<file path="src/rtl/serial_word_loader.sv">
// Serial-to-parallel front end for a storage register: shifts in one word MSB first,
// writes it with a single strobe and optionally reads it back to confirm it.
module serial_word_loader #(
  parameter int WIDTH        = 16,
  parameter int VERIFY       = 1,
  parameter int READ_LATENCY = 1
) (
  input  logic             clk,
  input  logic             reset,
  input  logic             start,
  input  logic             abort,
  input  logic             sin_valid,
  input  logic             sin_bit,
  output logic             sin_ready,
  output logic             write_enable,
  output logic [WIDTH-1:0] write_data,
  output logic             read_enable,
  input  logic [WIDTH-1:0] read_data,
  output logic             busy,
  output logic             done,
  output logic             error
);

  localparam int CNT_W = $clog2(WIDTH) + 1;

  localparam logic [2:0] S_IDLE  = 3'd0;
  localparam logic [2:0] S_SHIFT = 3'd1;
  localparam logic [2:0] S_WRITE = 3'd2;
  localparam logic [2:0] S_READ  = 3'd3;
  localparam logic [2:0] S_WAIT  = 3'd4;
  localparam logic [2:0] S_CHECK = 3'd5;
  localparam logic [2:0] S_FIN   = 3'd6;

  logic [2:0]       state;
  logic [WIDTH-1:0] shreg;
  logic [CNT_W-1:0] count;
  logic [2:0]       wait_cnt;
  logic [WIDTH-1:0] shreg_nxt;

  // Both flags decode straight from the state register, so they drop with reset.
  assign sin_ready = (state == S_SHIFT);
  assign busy      = (state != S_IDLE);
  assign shreg_nxt = {shreg[WIDTH-2:0], sin_bit};

  always_ff @(posedge clk or negedge reset) begin
    if (!reset) begin
      state        <= S_IDLE;
      shreg        <= '0;
      count        <= '0;
      wait_cnt     <= '0;
      write_enable <= 1'b0;
      write_data   <= '0;
      read_enable  <= 1'b0;
      done         <= 1'b0;
      error        <= 1'b0;
    end else begin
      write_enable <= 1'b0;
      read_enable  <= 1'b0;
      done         <= 1'b0;
      case (state)
        S_IDLE: begin
          if (start) begin
            shreg <= '0;
            count <= '0;
            error <= 1'b0;
            state <= S_SHIFT;
          end
        end
        S_SHIFT: begin
          // abort takes priority over a bit offered in the same cycle
          if (abort) begin
            state <= S_IDLE;
          end else if (sin_valid) begin
            shreg <= shreg_nxt;
            count <= count + CNT_W'(1);
            if (count == CNT_W'(WIDTH - 1)) begin
              state        <= S_WRITE;
              write_enable <= 1'b1;
              write_data   <= shreg_nxt;
            end
          end
        end
        S_WRITE: begin
          if (VERIFY != 0) begin
            state       <= S_READ;
            read_enable <= 1'b1;
          end else begin
            state <= S_FIN;
            done  <= 1'b1;
          end
        end
        S_READ: begin
          wait_cnt <= 3'(READ_LATENCY - 1);
          state    <= (READ_LATENCY == 1) ? S_CHECK : S_WAIT;
        end
        S_WAIT: begin
          wait_cnt <= wait_cnt - 3'd1;
          if (wait_cnt == 3'd1) begin
            state <= S_CHECK;
          end
        end
        S_CHECK: begin
          if (read_data != shreg) begin
            error <= 1'b1;
          end
          state <= S_FIN;
          done  <= 1'b1;
        end
        S_FIN: begin
          state <= S_IDLE;
        end
        default: begin
          state <= S_IDLE;
        end
      endcase
    end
  end

endmodule

</file>
<file path="config.mk">
export PLATFORM = sky130hd
export DESIGN_NAME = serial_word_loader
export DESIGN_NICKNAME = d
export VERILOG_FILES = /design/src/rtl/serial_word_loader.sv
export SDC_FILE = /design/constraint.sdc
export NUM_CORES = 1
export LEC_CHECK = 0
export CAP_MARGIN = 20
export CORE_MARGIN = 4
export CORE_UTILIZATION = 55
export CTS_CLUSTER_DIAMETER = 150
export DETAILED_ROUTE_END_ITERATION = 8
export PLACE_DENSITY = 0.85
export SYNTH_ARGS = -nofsm -noshare
export SYNTH_HDL_FRONTEND = slang
export SYNTH_SLANG_ARGS = --single-unit
</file>
<file path="constraint.sdc">
create_clock -name clk -period 4 [get_ports clk]
set_clock_uncertainty 0.2 [all_clocks]
set_input_delay 0.6 -clock clk [delete_from_list [all_inputs] [get_ports clk]]
set_output_delay 0.6 -clock clk [all_outputs]
set_load 0.01 [all_outputs]
</file>
* Word-level counts from Yosys, hierarchy flattened
Cells that the tools add are included.
** Cells by class
- Add/sub/neg operators :: 2
- Multiply operators :: 0
- Div/mod/pow operators :: 0
- Magnitude comparators :: 0
- Equal/unequal tests :: 15
- Shift operators :: 0
- Muxes and demuxes :: 24
- Bitwise logic cells :: 1
- Reduce and logical (&&, ||, !) cells :: 9
** Operators by type and width (count)
- $mux W16 :: 3
- $pmux W16 S2 :: 1
- $pmux W3 S6 :: 1
- $ne A16 B16 Y1 :: 1
- $mux W3 :: 5
- $mux W5 :: 3
- $reduce_and A4 Y1 :: 3
- $ne A2 B2 Y1 const B :: 5
- $pmux W5 S2 :: 1
- $mux W1 :: 8
- $eq A3 B1 Y1 const B :: 2
- $eq A3 B2 Y1 const B :: 2
- $eq A3 B3 Y1 const B :: 2
- $pmux W3 S2 :: 1
- $reduce_bool A2 Y1 :: 3
- $add A5 B1 Y5 const B :: 1
- $eq A5 B4 Y1 const B :: 1
- $logic_not A3 Y1 :: 1
- $ne A3 B2 Y1 const B :: 1
- $ne A3 B3 Y1 const B :: 1
- $reduce_and A3 Y1 :: 1
- $reduce_bool A3 Y1 :: 1
- $sub A3 B1 Y3 const B :: 1
- $pmux W1 S2 :: 1
- $not A1 Y1 :: 1
** Storage, ports and cells
- Bits in registers :: 47
- Bits in latches :: 0
- Memory bits (writable) :: 0
- ROM bits :: 0
- Bits of input ports :: 22
- Output and inout bits :: 22
- Memories kept :: 0

* Logic depth before layout (Yosys ltp)
Gate-level depths: netlist of run 1.
- Word-level depth :: 5
- Mapped depth :: 7
- Depth with buffers taken out :: 6

* Least setup slack after synthesis of run 1
Ideal clock, no wire load.
- Kind :: reg-to-reg
- Start :: reg state[0]
- End :: reg write_data[10]
- Arrival time :: 1.552 ns
- Required time :: 3.675 ns
- Slack :: 2.122 ns
- Stages on the path, launching flop included :: 8
- Path buffers :: 3
- Cells stage by stage :: dfrtp_1 -> buf_6 -> nor3b_4 -> and3_4 -> buf_8 -> nand2_8 -> buf_12 -> mux2_4
** Between the ends
- Longest elaborated chain between the ends :: 2
** RTL lines
- start, declared :: line 34 : logic [2:0] state;
- start signal, assigned :: line 94 : state <= (READ_LATENCY == 1) ? S_CHECK : S_WAIT;
- $eq A3 B1 Y1
- net sin_ready :: line 14 : output logic sin_ready,
- $reduce_and A4 Y1 (no source line)
- end signal, assigned :: line 79 : write_data <= shreg_nxt;
- end, declared :: line 16 : output logic [WIDTH-1:0] write_data,
The timed path passes the listed nets, and every way through them passes these cells.
A chain may end at the register's enable or synchronous reset.

* Final worst setup path of run 1
- Start :: reg state[1]
- End :: out busy
** Between the ends
- Longest elaborated chain between the ends :: 1
** RTL lines
- $reduce_bool A3 Y1 :: line 42 : assign busy = (state != S_IDLE);
- end, declared :: line 19 : output logic busy,
No other way between the ends.

==> reports/metrics.csv, run 1 <==
stage;metric;value;unit
outcome;status;finished, final reports clean;
setup_path;required;3.20;ns
synth;synth_compound_area_frac;0.1187;
cells_and_area;diodes;0;
timing;slew-limit-headroom;0.7287;
synth;synthAdderAreaFrac;0.02304;
placed_design;hpwl;3111;µm
global_routing;grt_max_degree;48;
cells_and_area;syn_to_final_growth;24.77;%
setup_path;critPathArrivalTime;1.73;ns
synth;synth.top_cell.area_share;0.5415;
routing;wl;4401;µm
routing;viasPerCell;5.598;
synth;synth_area;2172;µm²
synth;synth_cells;170;
timing;setup_violations;0;
cts;cts_tree;built;
cts;clkSinkCount;47;
cts;cts_root_buffer;clkbuf_8;
synth;synth_seq_cells;47;
cells_and_area;drive_gt1_frac;0.1343;
timing;worst_pin_slew;0.4069;ns
timing;period_minus_slack;2.534;ns
global_routing;overflow;0;
power;vdd_ir_drop_max;0.0002150;V
cts;cts_hold_buf;0;
synth;synth-xor-area-share;0.06855;
placed_design;port-buffer-count;43;
placed_design;routabilityCongestion;0.8440;
routing;drt_pre_antenna_iters;5;
timing;hold-worst-slack;0.2821;ns
placed_design;place_ws;1.476;ns
synth;synth_nets;196;
cts;cts_setup_buffers;0;
timing;fmax;0.3947;GHz
power;cellPowerDensity;317.1;nW/µm²
cts;htreeDepth;2;
synth;synth_mux_area_frac;0.1083;
synth;synthArstFlopShare;1.000;
synth;yosysUniqueCellTypes;41;
cells_and_area;fin_nets;241;
timing;finalMaxSlewViolations;0;
setup_path;r2r_slack;1.99;ns
floorplan;dieArea;5018;µm²
cts;cts_max_path_buffers;2;
timing;setup_tns;0;ns
global_routing;antenna_found_initial;0;
setup_path;worstSetupPathType;flip-flop to output port;
floorplan;core;3744;µm²
cts;clk_latency;0.29;ns
synth;synth-simple-area-share;0.09735;
routing;ant_nets;0;
synth;ys.warnings.count;0;
setup_path;worst_setup_path_start_kind;flip-flop;
floorplan;rows;22;
job;drv_cap;0;
synth;ys.flop_type;dfrtp_1;
synth;synth_edf_count;0;
synth;synth_area_leader_cell;dfrtp_1;
setup_path;cp_max_fo;12;
cts;cts_buffers;5;
cts;cts-resized-gates;0;
worst_hold_path;hp-class;flip-flop to flip-flop;
timing;worst_slack;1.466;ns
timing;timing.final.crit_share;0.6334;
timing;hold_viol_final;0;
synth;synth.area.top_cells;dfrtp_1 (54%), xor2_1 (6.9%), a22o_1 (6.5%);
floorplan;fp.dieH;70.84;µm
routing;drc;0;
floorplan;io_pins;44;
floorplan;start_util;0.5802;
timing;rsz0062_at_grt;no;
routing;drt-initial-drc-count;66;
floorplan;die_x;70.84;µm
cts;clk_pin_slew;0.08;ns
global_routing;grt_pass1_wl;7348;µm
routing;wl_per_cell;16.67;µm
global_routing;track_usage;0.1858;
synth;syn_avg_cell_area;12.78;µm²
power;cellLeakagePower;0.001302;µW
setup_path;crit_path_end_kind;output port;
cells_and_area;fill_cells;276;
synth;ys_seq_area_frac;0.5415;
global_routing;grt_pass1_vias;1472;
routing;vias;1478;
synth;synth_top_family_by_area;compound AO/OA/AOI/OAI gates;
==> routing by layer <==
layer  share of wire  up-vias  GRT usage
li1                -      699          -
met1            0.43      719     0.2442
met2            0.49       52     0.2976
met3           0.065        8    0.05114
met4           0.019        0    0.06472
met5               0        -          0
==> flip-flops by register name, indices dropped and copies added (netlist names) <==
register	flops
done	1
shreg	16
write_data	16
write_enable	1
count	5
error	1
wait_cnt	3
state	3
read_enable	1
==> Yosys cell counts, drive strengths merged, types with 2 or more instances <==
master and count:
dfrtp 47, mux2 17, xor2 17, a22o 16
nand2 12, inv 7, o21ai 6, a21oi 5
buf 4, clkbuf 4, ha 4, nor4 4
nand3 3, nor2 3, and3 2, nor3b 2
==> cells by family after synthesis <==
group                    count (synthesis)
adder cells (fa/ha/maj)                  4
AO/OA/AOI/OAI                           35
XOR/XNOR                                17
buffers and inverters                   15
multiplexers                            18
flip-flops                              47
AND/OR/NAND/NOR                         34
==> placed cells by master, fill, tap and decap left out, types with 2 or more instances in the layout <==
cell	n
mux2_2	8
a21oi_1	5
nor4_1	4
dfrtp_1	47
nand2_1	11
nand3_1	3
ha_1	4
o21ai_0	5
xor2_1	17
clkbuf_8	5
clkdlybuf4s50_1	42
clkbuf_1	2
mux2_4	9
nor2_1	3
a22o_1	16
inv_1	7
==> path summary, 6_finish.rpt <==
check	from	to	depth (start not counted)
setup / recovery	state[1]	busy	3
min in group asynchronous	reset	write_data[8]	2
hold reg to reg	count[4]	count[4]	2
hold / removal	count[4]	count[4]	2
max in group asynchronous	reset	write_data[2]	3
setup reg to reg	state[1]	write_data[15]	4
==> where the power goes <==
part	switching [µW]	internal [µW]
combinational	49.4	47.9
sequential	11.1	483
clock	145	123
==> layout make-up <==
| class | count | area (µm²) | area share |
|---|---|---|---|
| inverter | 7 | 26.28 | 0.009695 |
| timing repair buffer | 46 | 462.9 | 0.1708 |
| multi-input combinational | 108 | 903.4 | 0.3333 |
| tap | 48 | 60.06 | 0.02216 |
| sequential | 47 | 1176 | 0.4340 |
| clock inverter | 1 | 5.005 | 0.001847 |
| clock buffer | 7 | 76.32 | 0.02816 |
==> critical path, stage by stage, from the launching register on <==
cell and delay (ns):
dfrtp_1 0.53, nor3_1 0.36, inv_1 0.07, clkdlybuf4s50_1 0.48
==> metrics by stage <==
step                instances  instance area, µm²  total power, µW  utilization
floorplan                 170                2172            551.3            -
global placement          254                2599            593.0       0.6942
detailed placement        254                2599            596.3       0.6942
CTS                       262                2680            863.8       0.7159
global route              264                2710            897.8       0.7239
finish                    264                2710            859.3       0.7239
Note: power is estimated with default switching activity, not from simulation.
==> run 2: changes to the inputs <==
Settings changed: CORE_UTILIZATION 55 to 46, PLACE_DENSITY 0.85 to 0.76.
Clock period 4 ns to 2.1 ns, I/O delays scaled along.
==> run 2 against run 1 <==
Against the previous run:
- sequential share of layout area shrank 1.3 points
- cell area grew 3.4%
- via count is essentially flat
- clock power grew 120%
- final cell count grew 4.2%
- hold slack gained 0.012 ns
- sequential power grew 90%
- combinational power grew 110%
- critical endpoint unchanged
- die area grew 17%
- highest routed layer unchanged
- non-clock buffer count grew 7
- critical path depth is the same
==> reports/metrics.csv, run 2 (synthesis gave the netlist of run 1 again) <==
stage;metric;value;unit;change
outcome;status;finished, final reports clean;;unchanged
cells_and_area;fin_nets;248;;was 241
floorplan;fp.dieH;76.72;µm;was 70.84 µm
global_routing;overflow;0;;unchanged
setup_path;cp_top_family;buffers and inverters;;unchanged
setup_path;crit_path_end_kind;output port;;unchanged
cts;clk_latency;0.30;ns;was 0.29 ns
cells_and_area;drive_gt1_frac;0.1883;;was 0.1343
power;vdd_ir_drop_max;0.0004478;V;was 0.0002150 V
routing;wl;4268;µm;was 4401 µm
timing;hold_viol_final;0;;unchanged
worst_hold_path;hp-class;flip-flop to flip-flop;;unchanged
global_routing;grt_pass1_vias;1472;;unchanged
cells_and_area;final_common_cell;dfrtp_1;;unchanged
power;cellPowerDensity;615.6;nW/µm²;was 317.1 nW/µm²
setup_path;cp_max_fo;5;;was 12
timing;fmax;0.4976;GHz;
cts;htreeDepth;2;;unchanged
setup_path;cp_cell_sequence;nor3_4, inv_1, clkdlybuf4s50_1;;was nor3_1, inv_1, clkdlybuf4s50_1
routing;vias;1477;;was 1478
floorplan;core;4474;µm²;was 3744 µm²
global_routing;grt_pass1_wl;7272;µm;was 7348 µm
routing;ant_nets;0;;unchanged
cells_and_area;diodes;0;;unchanged
routing;drt-initial-drc-count;72;;was 66
setup_path;worstSetupPathType;flip-flop to output port;;unchanged
placed_design;placed_cells;264;;was 254
timing;rsz0062_at_grt;no;;unchanged
timing;setup_violations;0;;unchanged
routing;wl_per_cell;15.52;µm;was 16.67 µm
setup_path;required;1.58;ns;was 3.20 ns
floorplan;die_x;76.72;µm;was 70.84 µm
floorplan;start_util;0.4855;;was 0.5802
floorplan;dieArea;5885;µm²;was 5018 µm²
cells_and_area;multi_input_area;914.6;µm²;was 903.4 µm²
timing;finalMaxSlewViolations;0;;unchanged
timing;period_minus_slack;2.010;ns;
cts;cts_buffers;5;;unchanged
power;p_total;1725;µW;was 859.3 µW
routing;drc;0;;unchanged
placed_design;port-buffer-count;43;;unchanged
timing;timing.final.crit_share;0.9570;;
floorplan;io_pins;44;;unchanged
timing;setup_tns;0;ns;unchanged
cells_and_area;top_regs;shreg (16), write_data (16), count (5);;unchanged
cells_and_area;fill_cells;342;;was 276
cts;clk_pin_slew;0.08;ns;about the same
cells_and_area;syn_to_final_growth;29.03;%;was 24.77%
cells_and_area;layout_common_cells;dfrtp_1 (44), clkdlybuf4s50_1 (41), xor2_1 (17), a22o_1 (16), nand2_1 (11);;was dfrtp_1 (47), clkdlybuf4s50_1 (42), xor2_1 (17), a22o_1 (16), nand2_1 (11)
power;cellLeakagePower;0.001353;µW;was 0.001302 µW
setup_path;cpMaxStageDelayCell;clkdlybuf4s50_1;;was dfrtp_1
cells_and_area;final_cells;275;;was 264
cts;cts_tree;built;;unchanged
timing;slew-limit-headroom;0.8070;;was 0.7287
cts;cts_max_path_buffers;2;;unchanged
cts;cts_root_buffer;clkbuf_8;;unchanged
setup_path;cp_num_buf_inv;2;;unchanged
global_routing;grt_max_degree;48;;unchanged
global_routing;antenna_found_initial;0;;unchanged
floorplan;rows;24;;was 22
setup_path;max_stage_delay;0.48;ns;was 0.53 ns
setup_path;worst_setup_path_start_kind;flip-flop;;unchanged
cts;clkSinkCount;47;;unchanged
routing;drt_pre_antenna_iters;4;;was 5
job;drv_cap;0;;unchanged
routing;viasPerCell;5.371;;was 5.598
placed_design;routabilityCongestion;0.8264;;was 0.8440
global_routing;track_usage;0.1537;;was 0.1858
timing;worst_pin_slew;0.2869;ns;was 0.4069 ns
timing;hold-worst-slack;0.2943;ns;was 0.2821 ns
placed_design;hpwl;3010;µm;was 3111 µm
cells_and_area;ff_latch_area;1180;µm²;was 1176 µm²
setup_path;critPathArrivalTime;1.49;ns;was 1.73 ns
[run 2: worst reg2reg max path, delay by kind of cell (launching register included)]
kind / cells / cell delay (ns)
fa+ha+maj: 2 / 0.50
flops: 1 / 0.42
simple gates: 2 / 0.39
mux: 1 / 0.36
[run 2: layout make-up]
cell class / instances / share of cell area
sequential: 47 / 0.4210
multi-input combinational: 108 / 0.3263
clock inverter: 2 / 0.005804
tap: 52 / 0.02321
clock buffer: 6 / 0.02946
timing repair buffer: 53 / 0.1848
inverter: 7 / 0.009375
[run 2: final timing paths]
check                      depth (start not counted)  slack (ns)              to      from
min reg2reg                                        2        0.29        count[4]  count[4]
max                                                3        0.09            busy  state[0]
min                                                2        0.29        count[4]  count[4]
max reg2reg                                        5        0.14   write_data[2]  count[0]
min in group asynchronous                          3        0.31  write_data[12]     reset
max in group asynchronous                          3        1.15        state[1]     reset
[run 2: stage by stage]
step           instance area (µm²)  utilization  worst slack, ns
2_1_floorplan                 2172            -           0.2224
3_3_place_gp                  2661       0.5948           0.1289
3_5_place_dp                  2661       0.5948           0.1098
4_1_cts                       2791       0.6239         0.002709
5_1_grt                       2803       0.6264          0.01076
6_report                      2803       0.6264          0.09040
[run 2: repair_timing]
action / CTS / global route
endpoints found under the hold margin: 47 / 0
setup buffers: 1 / 1
gates resized for setup: 4 / 2
hold buffers: 1 / 0
pin swaps: 1 / 0
setup endpoints to repair: 2 / 2
[run 2: where the power goes]
| group | total (µW) | internal, µW | switching, µW |
|---|---|---|---|
| clock | 581 | 269 | 312 |
| combinational | 203 | 105 | 98.6 |
| sequential | 941 | 921 | 20.2 |
| total | 1730 | 1290 | 431 |
[run 2: routing by layer]
layer  vias up  track usage  routed length (µm)
li1        717            -                   -
met1       703       0.2203                2079
met2        54       0.2282                1899
met3         3      0.03630                 261
met4         0      0.05254                  27
met5         -            0                   0
==> run 3: changes to the inputs <==
==> constraint.sdc (replaced) <==
create_clock -name clk -period 2.1 [get_ports clk]
set_clock_uncertainty 0.2 [all_clocks]
set_input_delay 0.315 -clock clk [delete_from_list [all_inputs] [get_ports clk]]
set_output_delay 0.315 -clock clk [all_outputs]
set_load 0.1 [all_outputs]
==> run 3 against run 2 <==
Against the previous run:
- final cell count is 1.1% lower
- count of clock-buffer cells in the layout stayed put
- critical path depth is 2 higher
- die area stayed put
- cell area is 1.6% lower
- clock power is 31% higher
- wire length is 0.56% higher
- highest routed layer unchanged
- via count is 1.2% lower
- non-clock buffer count is 3 lower
==> reports/metrics.csv, run 3 (synthesis gave the netlist of run 1 again) <==
stage;metric;value;unit;change
power;cellPowerDensity;707.2;nW/µm²;was 615.6 nW/µm²
job;drv_cap;0;;unchanged
cells_and_area;syn_to_final_growth;27.02;%;was 29.03%
cells_and_area;top_regs;shreg (16), write_data (16), count (5);;unchanged
cells_and_area;fill_cells;359;;was 342
cts;clkSinkCount;47;;unchanged
setup_path;cp_top_family;adder cells;;was buffers and inverters
routing;drt_pre_antenna_iters;4;;unchanged
routing;ant_nets;0;;unchanged
global_routing;overflow;0;;unchanged
cts;htreeDepth;2;;unchanged
cells_and_area;final_cells;272;;was 275
setup_path;cpMaxStageDelayCell;dfrtp_1;;was clkdlybuf4s50_1
power;power_frac_seq;0.482;;was 0.545
setup_path;crit_path_end_kind;flip-flop;;was output port
worst_hold_path;hp-class;flip-flop to flip-flop;;unchanged
setup_path;critical_path.most_common_cell;ha_1;;
routing;met2_length;2045;µm;was 1899 µm
setup_path;worst_setup_path_start_kind;flip-flop;;unchanged
placed_design;placed_cells;263;;was 264
routing;top_layer;met4;;unchanged
routing;vias;1459;;was 1477
routing;wl_met1;1992;µm;was 2079 µm
timing;finalMaxSlewViolations;0;;unchanged
setup_path;critPathArrivalTime;1.95;ns;was 1.49 ns
cts;clk_pin_slew;0.07;ns;was 0.08 ns
placed_design;post_dp_cell_area;2611;µm²;was 2661 µm²
cts;cts_max_path_buffers;2;;unchanged
placed_design;hpwl;2985;µm;was 3010 µm
routing;viasPerCell;5.364;;was 5.371
global_routing;grt_max_degree;48;;unchanged
setup_path;cp_cell_sequence;ha_1, and3_1, ha_1, nand2_8, mux2_2;;was nor3_4, inv_1, clkdlybuf4s50_1
floorplan;fp.dieH;76.72;µm;unchanged
setup_path;cp_num_buf_inv;0;;was 2
floorplan;dieArea;5885;µm²;unchanged
timing;period_minus_slack;1.974;ns;was 2.010 ns
floorplan;core;4474;µm²;unchanged
timing;rsz0062_at_grt;no;;unchanged
timing;setup_violations;0;;unchanged
routing;drt-initial-drc-count;60;;was 72
power;vdd_ir_drop_max;0.0003778;V;was 0.0004478 V
power;cellLeakagePower;0.001394;µW;was 0.001353 µW
power;combPwrFrac;0.126;;was 0.118
timing;timing.final.crit_share;0.9400;;was 0.9570
routing;dr_wl_met3;243;µm;was 261 µm
setup_path;r2r_slack;0.13;ns;was 0.14 ns
setup_path;max_stage_delay;0.40;ns;was 0.48 ns
floorplan;start_util;0.4855;;unchanged
global_routing;track_usage;0.1460;;was 0.1537
cells_and_area;finalInstanceArea;2759;µm²;was 2803 µm²
timing;fmax;0.5066;GHz;was 0.4976 GHz
cts;cts_buffers;5;;unchanged
cts;cts_tree;built;;unchanged
floorplan;die_x;76.72;µm;unchanged
routing;drc;0;;unchanged
power;p_int;1505;µW;was 1294 µW
outcome;status;finished, final reports clean;;unchanged
power;p_sw;445.6;µW;was 431.1 µW
power;clkPwrFrac;0.391;;was 0.337
global_routing;antenna_found_initial;0;;unchanged
cts;cts_root_buffer;clkbuf_8;;unchanged
setup_path;cp_max_fo;17;;was 5
cts;clk_latency;0.30;ns;about the same
floorplan;rows;24;;unchanged
routing;wl_per_cell;15.78;µm;was 15.52 µm
cells_and_area;fin_nets;245;;was 248
global_routing;grt_pass1_wl;6962;µm;was 7272 µm
global_routing;grt_pass1_vias;1460;;was 1472
routing;wl;4292;µm;was 4268 µm
cts;cts_setup_buffers;0;;was 1
placed_design;port-buffer-count;43;;unchanged
timing;hold_viol_final;0;;unchanged
placed_design;routabilityCongestion;0.7812;;was 0.8264
cells_and_area;drive_gt1_frac;0.2591;;was 0.1883
cells_and_area;layout_common_cells;dfrtp_1 (47), buf_4 (26), clkdlybuf4s50_1 (20), xor2_1 (17), a22o_1 (16);;was dfrtp_1 (44), clkdlybuf4s50_1 (41), xor2_1 (17), a22o_1 (16), nand2_1 (11)
timing;worst_pin_slew;0.5757;ns;was 0.2869 ns
cells_and_area;final_common_cell;dfrtp_1;;unchanged
cells_and_area;diodes;0;;unchanged
power;swShare;0.2284;;was 0.2499
setup_path;required;2.07;ns;was 1.58 ns
timing;slew-limit-headroom;0.6162;;was 0.8070
floorplan;io_pins;44;;unchanged
timing;hold-worst-slack;0.2895;ns;was 0.2943 ns
setup_path;worstSetupPathType;flip-flop to flip-flop;;was flip-flop to output port
-- run 3: cell types whose count changed in the layout (fill, tap and decap cells not counted), moves of 2 or more --
cell / delta
clkdlybuf4s50_1: -21
buf_4: +18
dfrtp_1: +3
dfrtp_2: -3
bufinv_16: +2
-- run 3: through the flow --
step	worst slack [ns]	utilization	power [µW]	setup TNS [ns]
floorplan	-0.5119	-	1091	-10.24
global placement	0.1491	0.5836	1203	0
detailed placement	0.1084	0.5836	1206	0
CTS	0.1030	0.6155	1967	0
global route	0.05871	0.6166	2022	0
finish	0.1260	0.6166	1951	0
-- run 3: per-layer routing --
layer	up-vias	GRT usage
met1	708	0.2017
met2	47	0.2282
met3	2	0.04215
li1	702	-
met5	-	0
met4	0	0.03261
-- run 3: worst paths after layout --
| path | startpoint | to | cells after the start |
|---|---|---|---|
| min reg2reg | count[4] | count[4] | 2 |
| max | count[0] | write_data[2] | 5 |
| max in group asynchronous | reset | write_data[3] | 3 |
| max reg2reg | count[0] | write_data[2] | 5 |
| min | count[4] | count[4] | 2 |
| min in group asynchronous | reset | write_data[8] | 3 |
-- run 3: final cells by class --
type,count,area [µm²],share of cell area
sequential,47,1176,0.4263
multi-input combinational,108,908.4,0.3293
timing repair buffer,50,450.4,0.1633
clock buffer,6,72.57,0.02630
tap,52,65.06,0.02358
clock inverter,2,60.06,0.02177
inverter,7,26.28,0.009524
-- run 3: what timing repair did --
action,in CTS,in global routing
gates resized for setup,0,1
hold endpoints to repair,47,0
hold buffers,1,0
setup endpoints to repair,0,1
-- run 3: worst min-delay path, stage by stage (launching register included) --
cell and delay (ns):
dfrtp_1 0.35, nand2_1 0.05, o41ai_1 0.05
-- run 3: power by group through the flow --
stage / clock [µW] / sequential, µW / combinational (µW)
after floorplan: 0 / 950 / 141
after global placement: 0 / 957 / 246
after detailed placement: 0 / 959 / 247
after CTS: 777 / 940 / 250
after global routing: 812 / 944 / 266
final: 763 / 941 / 247
